### config.mk
export PLATFORM = sky130hd
export DESIGN_NAME = pulse_scheduler
export DESIGN_NICKNAME = d
export VERILOG_FILES = /design/src/rtl/pulse_scheduler.sv
export SDC_FILE = /design/constraint.sdc
export NUM_CORES = 1
export LEC_CHECK = 0
export BUFFER_PORTS_ARGS = -buffer_cell sky130_fd_sc_hd__buf_2
export CAP_MARGIN = 20
export CELL_PAD_IN_SITES_DETAIL_PLACEMENT = 0
export CELL_PAD_IN_SITES_GLOBAL_PLACEMENT = 2
export CORE_UTILIZATION = 31
export CTS_CLUSTER_SIZE = 14
export DETAILED_ROUTE_END_ITERATION = 8
export PLACE_DENSITY_LB_ADDON = 0.1
export SLEW_MARGIN = 20
export SYNTH_ARGS = -nofsm -noshare
export SYNTH_HDL_FRONTEND = slang
export SYNTH_SLANG_ARGS = --single-unit
### constraint.sdc
create_clock -name clock -period 2.55 [get_ports clock]
set_input_delay 0.255 -clock clock [delete_from_list [all_inputs] [get_ports clock]]
set_output_delay 0.255 -clock clock [all_outputs]
set_load 0.1 [all_outputs]
### src/rtl/pulse_scheduler.sv
`default_nettype none
// ============================================================================
// Module   : pulse_scheduler
// Purpose  : Round-robin scheduler sharing one pulse-train generator among
//            N_REQ requesters. The granted requester receives a burst of
//            count[i] pulses on 'signal' (high phase H, low phase L cycles),
//            followed by a one-cycle 'done' back to the owner.
// Ports    : clock    - single clock, all logic on posedge
//            reset    - synchronous, active-low
//            req      - per-requester request level
//            count    - per-requester pulse count, field i at [i*CNT_W +: CNT_W]
//            high_len - high-phase length (0 treated as 1), latched at grant
//            low_len  - low-phase length  (0 treated as 1), latched at grant
//            grant    - one-hot owner, held through the DONE cycle
//            done     - one-cycle end-of-burst pulse to the owner
//            signal   - shared pulse output, straight from a flop
//            busy     - high in every state except IDLE
// Options  : PULSE_SCHED_GAP_EN - when defined, every burst is followed by
//            GAP_LEN idle guard cycles (busy=1, grant=0) before re-arbitration.
// Revision : 1.0 - initial release
// ============================================================================
module pulse_scheduler #(
    parameter int N_REQ   = 4,
    parameter int CNT_W   = 4,
    parameter int LEN_W   = 4,
    parameter int GAP_LEN = 2
) (
    input  logic                   clock,
    input  logic                   reset,
    input  logic [N_REQ-1:0]       req,
    input  logic [N_REQ*CNT_W-1:0] count,
    input  logic [LEN_W-1:0]       high_len,
    input  logic [LEN_W-1:0]       low_len,
    output logic [N_REQ-1:0]       grant,
    output logic [N_REQ-1:0]       done,
    output logic                   signal,
    output logic                   busy
);

    localparam int c_idx_w = (N_REQ > 1) ? $clog2(N_REQ) : 1;

    typedef enum logic [2:0] {
        S_IDLE = 3'd0,
        S_HIGH = 3'd1,
        S_LOW  = 3'd2,
`ifdef PULSE_SCHED_GAP_EN
        S_DONE = 3'd3,
        S_GAP  = 3'd4
`else
        S_DONE = 3'd3
`endif
    } state_t;

    state_t               r_state, w_state_n;
    logic [c_idx_w-1:0]   r_ptr, w_ptr_n;
    logic [CNT_W-1:0]     r_cnt, w_cnt_n;
    logic [LEN_W-1:0]     r_h, w_h_n;
    logic [LEN_W-1:0]     r_l, w_l_n;
    logic [LEN_W-1:0]     r_phase, w_phase_n;
    logic [N_REQ-1:0]     r_grant, w_grant_n;
    logic [N_REQ-1:0]     r_done, w_done_n;
    logic                 r_signal, w_signal_n;
    logic                 r_busy, w_busy_n;

`ifdef PULSE_SCHED_GAP_EN
    localparam int c_gap_w = (GAP_LEN > 2) ? $clog2(GAP_LEN) : 1;
    logic [c_gap_w-1:0]   r_gap, w_gap_n;
`else
    // GAP_LEN is meaningless without the guard state; keep it referenced.
    logic [31:0]          w_unused_gap;
    assign w_unused_gap = 32'(GAP_LEN);
`endif

    // (base + off) mod N_REQ without a divider; off is always < N_REQ.
    function automatic logic [c_idx_w-1:0] f_wrap(input logic [c_idx_w-1:0] base,
                                                  input int               off);
        logic [c_idx_w:0] s;
        s = {1'b0, base} + (c_idx_w+1)'(off);
        if (s >= (c_idx_w+1)'(N_REQ))
            s = s - (c_idx_w+1)'(N_REQ);
        return s[c_idx_w-1:0];
    endfunction

    // ------------------------------------------------------------------
    // Round-robin pick: walk offsets from the far end back to 0 so the
    // requester closest to the pointer is the last (winning) assignment.
    // ------------------------------------------------------------------
    logic                 w_any;
    logic [c_idx_w-1:0]   w_sel;
    logic [c_idx_w-1:0]   w_cand;
    logic [CNT_W-1:0]     w_k;

    always_comb begin
        w_any  = 1'b0;
        w_sel  = '0;
        w_cand = '0;
        for (int off = N_REQ - 1; off >= 0; off--) begin
            w_cand = f_wrap(r_ptr, off);
            if (req[w_cand]) begin
                w_any = 1'b1;
                w_sel = w_cand;
            end
        end
    end

    always_comb begin
        w_k = '0;
        for (int i = 0; i < N_REQ; i++) begin
            if (w_sel == c_idx_w'(i))
                w_k = count[i*CNT_W +: CNT_W];
        end
    end

    logic [LEN_W-1:0] w_h_eff, w_l_eff;
    logic [CNT_W-1:0] w_cnt_dec;

    assign w_h_eff   = (high_len == '0) ? LEN_W'(1) : high_len;
    assign w_l_eff   = (low_len  == '0) ? LEN_W'(1) : low_len;
    // Saturating decrement: the pulse counter never wraps below zero.
    assign w_cnt_dec = (r_cnt != '0) ? (r_cnt - CNT_W'(1)) : '0;

    // ------------------------------------------------------------------
    // Next state. Phase counter loads (length-1) and counts down so that a
    // phase of length N occupies exactly N cycles.
    // ------------------------------------------------------------------
    always_comb begin
        w_state_n = r_state;
        w_ptr_n   = r_ptr;
        w_cnt_n   = r_cnt;
        w_h_n     = r_h;
        w_l_n     = r_l;
        w_phase_n = r_phase;
        w_grant_n = r_grant;
`ifdef PULSE_SCHED_GAP_EN
        w_gap_n   = r_gap;
`endif
        case (r_state)
            S_IDLE: begin
                if (w_any) begin
                    w_grant_n = N_REQ'(1) << w_sel;
                    w_ptr_n   = f_wrap(w_sel, 1);
                    w_cnt_n   = w_k;
                    w_h_n     = w_h_eff;
                    w_l_n     = w_l_eff;
                    w_phase_n = w_h_eff - LEN_W'(1);
                    w_state_n = (w_k != '0) ? S_HIGH : S_DONE;
                end
            end
            S_HIGH: begin
                if (r_phase == '0) begin
                    w_state_n = S_LOW;
                    w_phase_n = r_l - LEN_W'(1);
                end else begin
                    w_phase_n = r_phase - LEN_W'(1);
                end
            end
            S_LOW: begin
                if (r_phase == '0) begin
                    w_cnt_n = w_cnt_dec;
                    if (w_cnt_dec == '0) begin
                        w_state_n = S_DONE;
                    end else begin
                        w_state_n = S_HIGH;
                        w_phase_n = r_h - LEN_W'(1);
                    end
                end else begin
                    w_phase_n = r_phase - LEN_W'(1);
                end
            end
            S_DONE: begin
                w_grant_n = '0;
`ifdef PULSE_SCHED_GAP_EN
                if (GAP_LEN > 0) begin
                    w_state_n = S_GAP;
                    w_gap_n   = c_gap_w'(GAP_LEN - 1);
                end else begin
                    w_state_n = S_IDLE;
                end
`else
                w_state_n = S_IDLE;
`endif
            end
`ifdef PULSE_SCHED_GAP_EN
            S_GAP: begin
                if (r_gap == '0)
                    w_state_n = S_IDLE;
                else
                    w_gap_n = r_gap - c_gap_w'(1);
            end
`endif
            default: begin
                w_state_n = S_IDLE;
                w_grant_n = '0;
            end
        endcase
    end

    // Outputs are decoded from the next state and registered, so every
    // output (signal in particular) comes straight from a flop.
    assign w_signal_n = (w_state_n == S_HIGH);
    assign w_done_n   = (w_state_n == S_DONE) ? w_grant_n : '0;
    assign w_busy_n   = (w_state_n != S_IDLE);

    always_ff @(posedge clock) begin
        if (!reset) begin
            r_state  <= S_IDLE;
            r_ptr    <= '0;
            r_cnt    <= '0;
            r_h      <= '0;
            r_l      <= '0;
            r_phase  <= '0;
            r_grant  <= '0;
            r_done   <= '0;
            r_signal <= 1'b0;
            r_busy   <= 1'b0;
`ifdef PULSE_SCHED_GAP_EN
            r_gap    <= '0;
`endif
        end else begin
            r_state  <= w_state_n;
            r_ptr    <= w_ptr_n;
            r_cnt    <= w_cnt_n;
            r_h      <= w_h_n;
            r_l      <= w_l_n;
            r_phase  <= w_phase_n;
            r_grant  <= w_grant_n;
            r_done   <= w_done_n;
            r_signal <= w_signal_n;
            r_busy   <= w_busy_n;
`ifdef PULSE_SCHED_GAP_EN
            r_gap    <= w_gap_n;
`endif
        end
    end

    assign grant  = r_grant;
    assign done   = r_done;
    assign signal = r_signal;
    assign busy   = r_busy;

endmodule
`default_nettype wire
==> results_tabular.tex <==
\begin{tabular}{lr}
\hline
Metric & Value \\
\hline
\multicolumn{2}{l}{\textbf{Floorplanning}} \\
Overall die area & 6630 µm² \\
IO Pins & 40 \\
DIE WIDTH & $\sim$80 µm \\
Core outline area & roughly 6000 µm² \\
Die outline height & between 80 and 90 µm \\
Number of placement rows & 28 \\
Starting utilization of the core area & between 30\% and 40\% \\
\multicolumn{2}{l}{\textbf{Global route}} \\
Gr usage total & 16.6\% \\
Vias in the first global route & between 1.5k and 2k \\
Grt ovf & 0 \\
Global-route wire length before repair & 8360 µm \\
Antenna violations before repair & 0 \\
Maximum number of pins on one net before global-route repair & 19 \\
\multicolumn{2}{l}{\textbf{Critical path}} \\
Critical path type & reg -> reg \\
Worst Path Buf+Inv & 2 \\
Nature of the critical path endpoint & flop \\
Cell depth of the worst flop-to-flop path & 10 \\
Crit-path max FO & 7 \\
Critical register-to-register path startpoint & r\_ptr[1]\$\_SDFFE\_PN0P\_ \\
Arrival time worst endpoint & 2.49 ns \\
CP startpoint kind & flop \\
CP delay by family, top & compound AO/OA/AOI/OAI gates \\
Reg2Reg Capture Point & done[0]\$\_SDFF\_PN0\_ \\
Cell Chain, Critical Path & a21o\_2 -> a21oi\_1 -> o22a\_1 -> inv\_1 -> ha\_1 -> buf\_4 -> o211ai\_1 -> o221ai\_1 -> a32oi\_4 -> nor3\_1 \\
Largest incremental delay on the critical path & around 0.39 ns \\
Slowest cell on crit path & sky130\_fd\_sc\_hd\_\_a32oi\_4 \\
Required time at the worst-slack endpoint & between 2 and 3 ns \\
Worst reg-to-reg setup slack & around 0.21 ns \\
\multicolumn{2}{l}{\textbf{CTS}} \\
Clock Pin Slew Worst Setup and Hold Paths & 0.08 ns \\
Master cell of the clock root buffer & sky130\_fd\_sc\_hd\_\_clkbuf\_8 \\
Clock sink count & 31 \\
H-tree levels & 2 \\
Latest clock arrival within the worst-skew pair & roughly 0.28 ns \\
CTS tree & built \\
Number of hold buffers added after cts & 0 \\
Buffers from clock root to sink, at most & 2 \\
TritonCTS buffer count & 5 \\
\multicolumn{2}{l}{\textbf{Yosys}} \\
Top-area cell type share of the netlist area & between 30\% and 40\% \\
Ranking of synthesized cells by instance count & sky130\_fd\_sc\_hd\_\_nand2\_1 (36), sky130\_fd\_sc\_hd\_\_dfxtp\_1 (31), sky130\_fd\_sc\_hd\_\_inv\_1 (21), sky130\_fd\_sc\_hd\_\_nor2\_1 (21), sky130\_fd\_sc\_hd\_\_a21oi\_1 (15) \\
Number of nets in the synthesized netlist & slightly below 300 \\
Dominant register cell in the synthesized netlist & sky130\_fd\_sc\_hd\_\_dfxtp\_1 \\
Register bit total from synthesis & 31 \\
Area leader, netlist & sky130\_fd\_sc\_hd\_\_dfxtp\_1 \\
Cell types occupying the most area after synthesis & sky130\_fd\_sc\_hd\_\_dfxtp\_1 (32\%), sky130\_fd\_sc\_hd\_\_nand2\_1 (6.9\%), sky130\_fd\_sc\_hd\_\_ha\_1 (5.8\%), sky130\_fd\_sc\_hd\_\_inv\_1 (4.0\%), sky130\_fd\_sc\_hd\_\_nor2\_1 (4.0\%) \\
Sequential-to-total area share from yosys stat & between 30\% and 40\% \\
Most repeated cell in the gate-level netlist after synthesis & sky130\_fd\_sc\_hd\_\_nand2\_1 \\
Cell count after synthesis & roughly 250 \\
Number of flops mapped to enable cells by yosys & 0 \\
Per-instance average area after synthesis & 7.80 µm² \\
Synth unique cells & 53 \\
Mapped Area & 1960 µm² \\
Count of synthesis-stage warnings from yosys & 0 \\
Fraction of registers with async set or reset after synthesis & 0\% \\
\multicolumn{2}{l}{\textbf{Timing}} \\
Hold Slack & slightly above 0.2 ns \\
Period utilization & slightly above 90\% \\
Max Clock Freq & approximately 0.43 GHz \\
Final number of setup-violating endpoints & 0 \\
Final TNS setup & 0 ns \\
Max-Slew Margin vs Limit & between 60\% and 70\% \\
Period minus WS final & $\sim$2.3 ns \\
Clk\_skew & approximately 0.013 ns \\
Hold Vio Cnt, Final & 0 \\
Setup repair after global routing missed its margin & no \\
Worst slew pin tran & 0.566 ns \\
Total count of max-transition violations in the final report & 0 \\
\multicolumn{2}{l}{\textbf{Placed design}} \\
Final weighted congestion of routability-driven global placement & approximately 0.8 \\
Number of buffer cells added on primary ports & 39 \\
Estimated wirelength of the detail-placed design & around 3800 µm \\
Placement Cell Area & between 2000 and 2500 µm² \\
\multicolumn{2}{l}{\textbf{Run}} \\
Max-Cap Viols & 0 \\
\multicolumn{2}{l}{\textbf{Power and ir drop}} \\
Leakage power of the design & approximately 0.94 nW \\
PD cells & 630 nW/µm² \\
Total power of the final layout & around 0.0015 W \\
Maximum vdd ir drop & $\sim$0.31 mV \\
\multicolumn{2}{l}{\textbf{Finish}} \\
Fill cell instance count of the final layout & around 660 \\
Area growth from synthesis to layout & 19.8\% \\
Antenna diode count & 0 \\
Post-layout nets & approximately 330 \\
Proportion of layout cells with a drive suffix above 1 & a little under a quarter \\
Final design utilization & roughly two fifths \\
Post-route design area & 2340 µm² \\
\multicolumn{2}{l}{\textbf{Worst hold path}} \\
Hold-critical path depth & 3 \\
Hold worst-path end & r\_l[2]\$\_SDFFE\_PN0P\_ \\
Hold path startpoint & low\_len[2] \\
Worst hold path class & in -> reg \\
\multicolumn{2}{l}{\textbf{Drt}} \\
Total routed wirelength & 5120 µm \\
Starting DRT DRC Count & 75 \\
Average via count per standard cell & around 5.1 \\
Antenna viol nets, final & 0 \\
Via Count & roughly 1.9k \\
Number of remaining DRC errors & 0 \\
Detailed-route wire length per cell & between 10 and 15 µm \\
Count of TritonRoute iterations in the first routing pass & 4 \\
\multicolumn{2}{l}{\textbf{Run status}} \\
Outcome & completed \\
\hline
\end{tabular}
==> area by class of cell <==
type                    count  area [µm²]  share of cell area, %
repair buffers             44         233                   9.93
clock inverters             3        20.0                  0.854
inverters                  22        82.6                   3.52
flip-flops and latches     31         621                   26.5
clock buffers               5        68.8                   2.94
multi-input cells         188        1220                   52.3
well taps                  75        93.8                   4.00
==> worst max-delay path by stage <==
stage                               start            endpoint  slack, ns  cells after the start
floorplan           r_ptr[1]$_SDFFE_PN0P_   signal$_SDFF_PN0_       0.36                     11
global placement                   req[0]  done[3]$_SDFF_PN0_       0.14                     11
detailed placement                 req[0]  done[0]$_SDFF_PN0_       0.14                     11
CTS                 r_ptr[0]$_SDFFE_PN0P_  done[0]$_SDFF_PN0_       0.17                     11
global route        r_ptr[0]$_SDFFE_PN0P_  done[0]$_SDFF_PN0_       0.03                     10
finish              r_ptr[1]$_SDFFE_PN0P_  done[0]$_SDFF_PN0_       0.21                     10
==> metrics by stage <==
| stage | cells | worst slack, ns |
|---|---|---|
| after floorplan | 251 | 0.362 |
| after detailed placement | 360 | 0.139 |
| after global placement | 360 | 0.142 |
| final | 368 | 0.211 |
| after CTS | 368 | 0.172 |
| after global routing | 368 | 0.0264 |
==> logic make-up after synthesis <==
kind of cell,count (synthesis),share of synthesized area [%]
AOI/OAI and AO/OA,77,29.1
buffers and inverters,32,6.59
xor gates and xnor gates,3,1.34
and+or+nand+nor,96,24.3
adders and majority gates,9,5.75
muxes,2,1.02
DFF,31,31.7
other,1,0.192
==> registers in the layout (all words and copies together) (netlist names) <==
register	flops
r_cnt	4
grant	4
r_ptr	2
r_state	3
r_phase	4
busy	1
r_h	4
r_l	4
signal	1
done	4
==> report_power, final <==
part | total, W | internal [W] | leakage, nW | switching (W)
logic | 0.000513 | 0.000203 | 0.650 | 0.000310
clock network | 0.000395 | 0.000190 | 0.0402 | 0.000205
registers | 0.000568 | 0.000525 | 0.254 | 0.0000428
total | 0.00148 | 0.000918 | 0.944 | 0.000558
==> layout by cell type, fill, tap and decap left out, drive strengths merged, types with 8 or more instances in the layout <==
master / n
a211oi: 8
a21o: 8
a21oi: 19
buf: 44
dfxtp: 31
ha: 9
inv: 21
nand2: 37
nor2: 21
nor3: 14
o21ai: 9
==> worst min-delay path: stages <==
cell and delay [ns]:
sky130_fd_sc_hd__buf_2 0.10, sky130_fd_sc_hd__nand2_1 0.05, sky130_fd_sc_hd__a21oi_1 0.05
==> repair_timing <==
item,CTS,global route
endpoints found under the hold margin,0,0
endpoints found under the setup margin,0,7
gates resized for setup,0,4
buffers inserted,0,0
==> per-layer routing <==
metal	track usage, %	vias up	share of wire (%)
met5	0	-	0
met4	4.29	0	0.53
met3	3.33	2	2.5
met2	25.2	31	44
met1	23.8	866	53
li1	-	980	-
Power figures use the tool's default switching activity.
